==> config.mk <==
export PLATFORM = sky130hd
export DESIGN_NAME = scan_chain_driver
export DESIGN_NICKNAME = d
export VERILOG_FILES = /design/src/rtl/scan_chain_driver.sv
export SDC_FILE = /design/constraint.sdc
export NUM_CORES = 1
export LEC_CHECK = 0
export ABC_AREA = 1
export CAP_MARGIN = 25
export CORE_MARGIN = 2
export CORE_UTILIZATION = 39
export DETAILED_ROUTE_END_ITERATION = 7
export HOLD_SLACK_MARGIN = 0.03
export PLACE_DENSITY_LB_ADDON = 0.25
export SLEW_MARGIN = 20
export SYNTH_ARGS = -nofsm -noshare
export SYNTH_HDL_FRONTEND = slang
export SYNTH_SLANG_ARGS = --single-unit
export TNS_END_PERCENT = 5
==> constraint.sdc <==
create_clock -name sclk -period 9.6 [get_ports sclk]
set_input_delay 2.88 -clock sclk [delete_from_list [all_inputs] [get_ports sclk]]
set_output_delay 2.88 -clock sclk [all_outputs]
set_load 0.05 [all_outputs]
==> src/rtl/scan_chain_driver.sv <==
// Tester-side scan driver: shifts one pattern into the chain while unloading and grading the old contents.
// Optional per-bit compare masking is enabled by defining SCAN_XMASK_EN.
module scan_chain_driver #(
  parameter int CHAIN_LEN = 8,
  parameter int TALLY_W   = 16
) (
  input  logic                           sclk,
  input  logic                           rst_n,
  input  logic                           pat_valid,
  output logic                           pat_ready,
  input  logic [CHAIN_LEN-1:0]           pat_load,
  input  logic [CHAIN_LEN-1:0]           pat_exp,
  input  logic [CHAIN_LEN-1:0]           pat_mask,
  output logic                           se,
  output logic                           si,
  input  logic                           so,
  output logic                           res_valid,
  input  logic                           res_ready,
  output logic [CHAIN_LEN-1:0]           res_data,
  output logic                           res_fail,
  output logic [$clog2(CHAIN_LEN+1)-1:0] res_errs,
  output logic [TALLY_W-1:0]             pass_cnt,
  output logic [TALLY_W-1:0]             fail_cnt
);

  localparam int ERRS_W = $clog2(CHAIN_LEN + 1);
  localparam int K_W    = $clog2(CHAIN_LEN);

  typedef enum logic [1:0] {
    S_IDLE,
    S_SHIFT,
    S_RESULT
  } state_t;

  state_t                state_q, state_d;
  logic [K_W-1:0]        k_q;
  logic [CHAIN_LEN-1:0]  load_sr;
  logic [CHAIN_LEN-1:0]  exp_q;
  logic [CHAIN_LEN-1:0]  cmp_mask;
  logic [CHAIN_LEN-1:0]  capture;
  logic [ERRS_W-1:0]     errs_d;
  logic                  accept;
  logic                  last_shift;

  function automatic logic [ERRS_W-1:0] popcount(input logic [CHAIN_LEN-1:0] v);
    logic [ERRS_W-1:0] c;
    c = '0;
    for (int i = 0; i < CHAIN_LEN; i++) c = c + ERRS_W'(v[i]);
    return c;
  endfunction

`ifdef SCAN_XMASK_EN
  logic [CHAIN_LEN-1:0] mask_q;

  always_ff @(posedge sclk or negedge rst_n) begin
    if (!rst_n)      mask_q <= '0;
    else if (accept) mask_q <= pat_mask;
  end

  assign cmp_mask = mask_q;
`else
  logic unused_mask;

  assign unused_mask = ^pat_mask;
  assign cmp_mask    = '1;
`endif

  // The unloaded bit enters at the LSB, so after CHAIN_LEN samples the first one sits at the MSB.
  assign capture    = {res_data[CHAIN_LEN-2:0], so};
  assign errs_d     = popcount((capture ^ exp_q) & cmp_mask);
  assign accept     = pat_valid && pat_ready;
  assign last_shift = (state_q == S_SHIFT) && (k_q == K_W'(CHAIN_LEN - 1));

  // NOTE: sequential state uses non-blocking assignments so every flop samples pre-edge values.
  always_ff @(posedge sclk or negedge rst_n) begin
    if (!rst_n) state_q <= S_IDLE;
    else        state_q <= state_d;
  end

  // NOTE: every output of this block gets a default first, so no path can infer a latch.
  always_comb begin
    state_d   = state_q;
    pat_ready = 1'b0;
    case (state_q)
      S_IDLE: begin
        pat_ready = 1'b1;
        if (pat_valid) state_d = S_SHIFT;
      end
      S_SHIFT: begin
        if (last_shift) state_d = S_RESULT;
      end
      S_RESULT: begin
        if (res_ready) state_d = S_IDLE;
      end
      default: state_d = S_IDLE;
    endcase
  end

  always_ff @(posedge sclk or negedge rst_n) begin
    if (!rst_n) begin
      k_q       <= '0;
      load_sr   <= '0;
      exp_q     <= '0;
      se        <= 1'b0;
      si        <= 1'b0;
      res_valid <= 1'b0;
      res_data  <= '0;
      res_errs  <= '0;
      res_fail  <= 1'b0;
      pass_cnt  <= '0;
      fail_cnt  <= '0;
    end else if (accept) begin
      // si presents the MSB now; the remaining bits queue up behind it in load_sr.
      load_sr <= pat_load << 1;
      exp_q   <= pat_exp;
      k_q     <= '0;
      se      <= 1'b1;
      si      <= pat_load[CHAIN_LEN-1];
    end else if (state_q == S_SHIFT) begin
      res_data <= capture;
      load_sr  <= load_sr << 1;
      k_q      <= k_q + 1'b1;
      if (last_shift) begin
        se        <= 1'b0;
        si        <= 1'b0;
        res_valid <= 1'b1;
        res_errs  <= errs_d;
        res_fail  <= (errs_d != '0);
        if (errs_d != '0) begin
          if (fail_cnt != '1) fail_cnt <= fail_cnt + 1'b1;
        end else begin
          if (pass_cnt != '1) pass_cnt <= pass_cnt + 1'b1;
        end
      end else begin
        si <= load_sr[CHAIN_LEN-1];
      end
    end else if (state_q == S_RESULT && res_ready) begin
      res_valid <= 1'b0;
    end
  end

endmodule

[After elaboration in Yosys (flattened, before gate mapping)]
Cells that the tools add are included.
Word-level totals
  bits of input ports: 29
  output and inout port bits: 49
  logic and storage cells: 66
  flip-flop bits (word level): 69
Cells by class
  mux-type cells: 18
  bitwise gates (word level): 3
  add/sub/neg operators: 10
  reductions and logical operators: 15
  equal/unequal tests: 8
Operator list (number)
  $add A16 B1 Y16 const B: 2
  $ne A16 B16 Y1 const B: 2
  $add A4 B1 Y4: 4
  $mux W8: 2
  $mux W1: 10
  $reduce_and A5 Y1: 2
  $reduce_and A3 Y1: 3
  $xor A8 B8 Y8: 1
  $mux W2: 3
  $mux W3: 2
  $ne A2 B2 Y1 const B: 3
  $pmux W2 S3: 1
  $reduce_bool A2 Y1: 3
  $add A3 B1 Y4: 1
  $reduce_and A2 Y1: 2
  $reduce_bool A4 Y1: 1
  $add A2 B1 Y3: 1
  $add A3 B1 Y3 const B: 1
  $eq A3 B3 Y1 const B: 1
  $logic_and A1 B1 Y1: 3
  $add A1 B1 Y2: 1
  $eq A2 B1 Y1 const B: 1
  $eq A2 B2 Y1 const B: 1
  $logic_not A2 Y1: 1
  $not A1 Y1: 2

[Depth between registers and ports, before layout]
  depth in word-level cells: 11
  mapped depth: 18
  mapped depth without buffers: 17

[Least setup slack after synthesis]
OpenSTA, ideal clock, no wires.
  path kind: input-to-reg
  start: input so
  end: register pass_cnt[4]
  cell stages on the path: 17
  arrival time: 6.055 ns
  slack: 3.427 ns
  buffers on the path: 1
  setup time: 0.118 ns
  required time: 9.482 ns
  cell sequence: xor2_1 fa_1 fa_1 inv_1 fa_1 inv_1 ha_1 inv_1 fa_1 inv_1 nor2_1 nand3_2 nor2_4 nand2_4 buf_6 nand2_1 nand2_1
Between the ends
  cells in the longest elaborated chain, start to end: 11
Ends and longest elaborated chain
  start, declared: RTL line 16  | input logic so,
  $xor A8 B8 Y8: RTL line 70  | assign errs_d = popcount((capture ^ exp_q) & cmp_mask);
  $add A1 B1 Y2: RTL line 48  | for (int i = 0; i < CHAIN_LEN; i++) c = c + ERRS_W'(v[i]);
  $add A2 B1 Y3: RTL line 48
  $add A3 B1 Y4: RTL line 48
  $add A4 B1 Y4 (4 in series): RTL line 48
  $reduce_bool A4 Y1: RTL line 129  | if (errs_d != '0) begin
  $not A1 Y1 (no source line)
  $reduce_and A5 Y1 (no source line)
  end signal, assigned: RTL line 132  | if (pass_cnt != '1) pass_cnt <= pass_cnt + 1'b1;
  end, declared: RTL line 22  | output logic [TALLY_W-1:0] pass_cnt,
No other way between the ends.
A chain may end at the register's enable or synchronous reset.

[Worst setup path after layout]
  start: input so
  end: register fail_cnt[1]
Between the ends
  cells in the longest elaborated chain, start to end: 10
Ends and longest elaborated chain
  $xor A8 B8 Y8: RTL line 70
  $add A1 B1 Y2: RTL line 48
  $add A2 B1 Y3: RTL line 48
  $add A3 B1 Y4: RTL line 48
  $add A4 B1 Y4 (4 in series): RTL line 48
  $reduce_bool A4 Y1: RTL line 129
  $reduce_and A5 Y1 (no source line)
  end signal, assigned: RTL line 130  | if (fail_cnt != '1) fail_cnt <= fail_cnt + 1'b1;
  end, declared: RTL line 23  | output logic [TALLY_W-1:0] fail_cnt
No other way between the ends.

==> flow_summary.yaml <==
worst_setup_path:
  crit_fanout: 16
  required_ns: 9.88
  cp-end-kind: "register"
  r2r-start: "res_data[0]"
  crit_arrival_ns: 6.95
  crit_path_start_kind: "input port"
  crit_start: "so"
  worstSetupPathType: "input port to register"
yosys:
  synth_top_family_by_area: "simple AND/OR/NAND/NOR gates"
  synthMuxAreaShare_pct: 0
  syn_inst: 489
  yosysUniqueCellTypes: 29
  yosysTopAreaCell: "dfrtp_1"
  synth-xor-area-share_pct: 5.164
  seq_area_frac_synth_pct: 45.61
  synth_edf_count: 0
  yosysMostFrequentCell: "nand2_1"
  synthAdderAreaFrac_pct: 4.494
  synth.avg_cell_area_um2: 7.630
  ys_seq_elements: 68
  yosysWarningCount: 0
  synth-main-ff-cell: "dfrtp_1"
  synth_nets: 529
  synth_top_area_share_pct: 45.61
  syn_area_um2: 3731
  synth_compound_area_share_pct: 3.856
  yosys-top-cells-count: "233 x nand2_1, 68 x dfrtp_1, 42 x inv_1"
  async_flop_share_pct: 100.0
  synthTopCellsByArea: "dfrtp_1 46%, nand2_1 23%, inv_1 4.2%, nor2_1 3.8%, xor2_1 3.3%"
  synth_simple_gate_area_share_pct: 34.91
timing:
  worst_pin_slew_ns: 0.8656
  fmax_mhz: 149.9
  hold_slack_ns: 0.4778
  setup_viol: 0
  fin_ws_ns: 2.929
  max_slew_margin_pct: 42.29
  fin_crit_ns: 6.671
  finalCritPeriodShare_pct: 69.49
  finalClockSkew_ns: 0.01009
  hold_viol_final: 0
  setup_tns_ns: 0
  rsz0062_at_grt: "false"
  slew_violations: 0
global_route:
  grt_max_degree: 69
  grt_pass1_wl_um: 14150
  grt_pass1_vias: 3144
  antenna_found_initial: 0
  overflow: 0
  grt_use_total_pct: 17.09
clocking:
  clock_latency_ns: 0.34
  h-tree-depth: 3
  cts_hold_buf: 0
  ctsResizeCount: 0
  cts-root-buf: "clkbuf_8"
  cts_tree: "built"
  cts.sinks: 68
  postCtsSetupRepairBufs: 0
  clkSlewWorstSetupHoldPaths_ns: 0.08
  cts_max_path_buffers: 2
  numCtsBuffers: 9
min_path:
  holdCritPathClass: "register to register"
  worstHoldStart: "k_q[0]"
layout:
  fin_cells: 695
  multiInputGateArea_um2: 1807
  num_antenna_cells: 0
  final-seq-area_um2: 1702
  fillers: 915
  finish.utilization_pct: 51.66
  final_cell_area_um2: 4773
  drive_gt1_share_pct: 5.830
  fin_nets: 601
  synthToLayoutAreaGrowth_pct: 27.93
floorplan:
  die_y_um: 101.8
  coreArea_um2: 9240
  die_x_um: 101.8
  num_rows: 35
  ios: 78
  initial_core_util_pct: 40.38
  die_area_um2: 10370
power:
  power_density_nw_per_um2: 335.7
  leakagePower_nw: 2.269
  power_mw: 1.603
  peakVddDrop_uv: 246.5
status:
  status: "complete, no violations"
drt:
  ant_nets: 0
  firstDrtPassIters: 4
  via_count: 3211
  drtIter0Drc: 86
  drc: 0
  vias_per_cell: 4.620
  wl_per_cell_um: 11.80
  wl_um: 8203
placed_design:
  place.gp.congestion: 0.8370
  dpl.hpwl_um: 5801
  placed_cell_area_um2: 4524
  dp.cells: 679
  port_buffers: 69
  dpl_worst_slack_ns: 2.528
job:
  drv_cap: 0
[state kept, by name (all words and copies together) (netlist names)]
name,count
k_q,3
exp_q,8
si,1
se,1
state_q,2
res_data,8
load_sr,7
fail_cnt,16
res_errs,4
res_valid,1
res_fail,1
pass_cnt,16
[final cells by class]
type / count / area share, %
clock buffer: 10 / 2.883
clock inverter: 6 / 2.333
inverter: 43 / 3.381
multi-input combinational: 369 / 37.85
sequential: 68 / 35.65
tap: 129 / 3.381
timing repair buffer: 70 / 14.52
[critical path, cell delays in order]
cell and delay (ns):
clkdlybuf4s50_1 0.50, xor2_1 0.21, fa_1 0.45, fa_1 0.54
inv_1 0.05, fa_1 0.54, inv_1 0.04, ha_1 0.20
inv_1 0.07, fa_1 0.42, inv_1 0.07, nor2_1 0.06
nand3_2 0.12, nand2_1 0.10, nor2_2 0.48, nand2_1 0.12
nand2_1 0.10
[cells by family (layout without fill, tap and decap cells)]
logic type | after synthesis | after routing
compound gates | 22 | 22
buf+inv | 52 | 129
xor+xnor | 22 | 22
simple gates | 314 | 314
fa+ha+maj | 11 | 11
flops | 68 | 68
[report_power, final]
group	internal, mW	switching [mW]
Sequential	0.363	0.0617
Clock	0.180	0.114
Combinational	0.311	0.574
Total	0.854	0.749
[metal layers]
layer | part of all wire (%) | GRT usage (%) | vias up
met2 | 46 | 27.58 | 78
met5 | 0 | 0 | -
met3 | 5.2 | 4.993 | 4
li1 | - | - | 1660
met4 | 0.56 | 4.410 | 0
met1 | 48 | 22.71 | 1469
[cells in the final DEF, fill, tap and decap left out, types with 5 or more instances in the layout]
| cell type | Yosys | routed |
|---|---|---|
| inv_1 | 42 | 42 |
| nand4_1 | 13 | 13 |
| dfrtp_1 | 68 | 68 |
| clkbuf_8 | 0 | 10 |
| nand2_1 | 233 | 233 |
| ha_1 | 7 | 7 |
| o221ai_1 | 5 | 5 |
| o21ai_0 | 11 | 11 |
| clkdlybuf4s50_1 | 0 | 68 |
| nand3_1 | 16 | 16 |
| xnor2_1 | 8 | 8 |
| nor2_1 | 38 | 38 |
| xor2_1 | 14 | 14 |
[path summary, 6_finish.rpt]
| path | to | slack [ns] | cells after the start |
|---|---|---|---|
| hold / removal | k_q[0] | 0.48 | 1 |
| hold reg to reg | k_q[0] | 0.48 | 1 |
| max in group asynchronous | exp_q[2] | 6.31 | 2 |
| min in group asynchronous | pass_cnt[9] | 2.74 | 2 |
| setup reg to reg | fail_cnt[1] | 5.52 | 16 |
| setup / recovery | fail_cnt[1] | 2.93 | 17 |
Note: power is estimated with default switching activity, not from simulation.
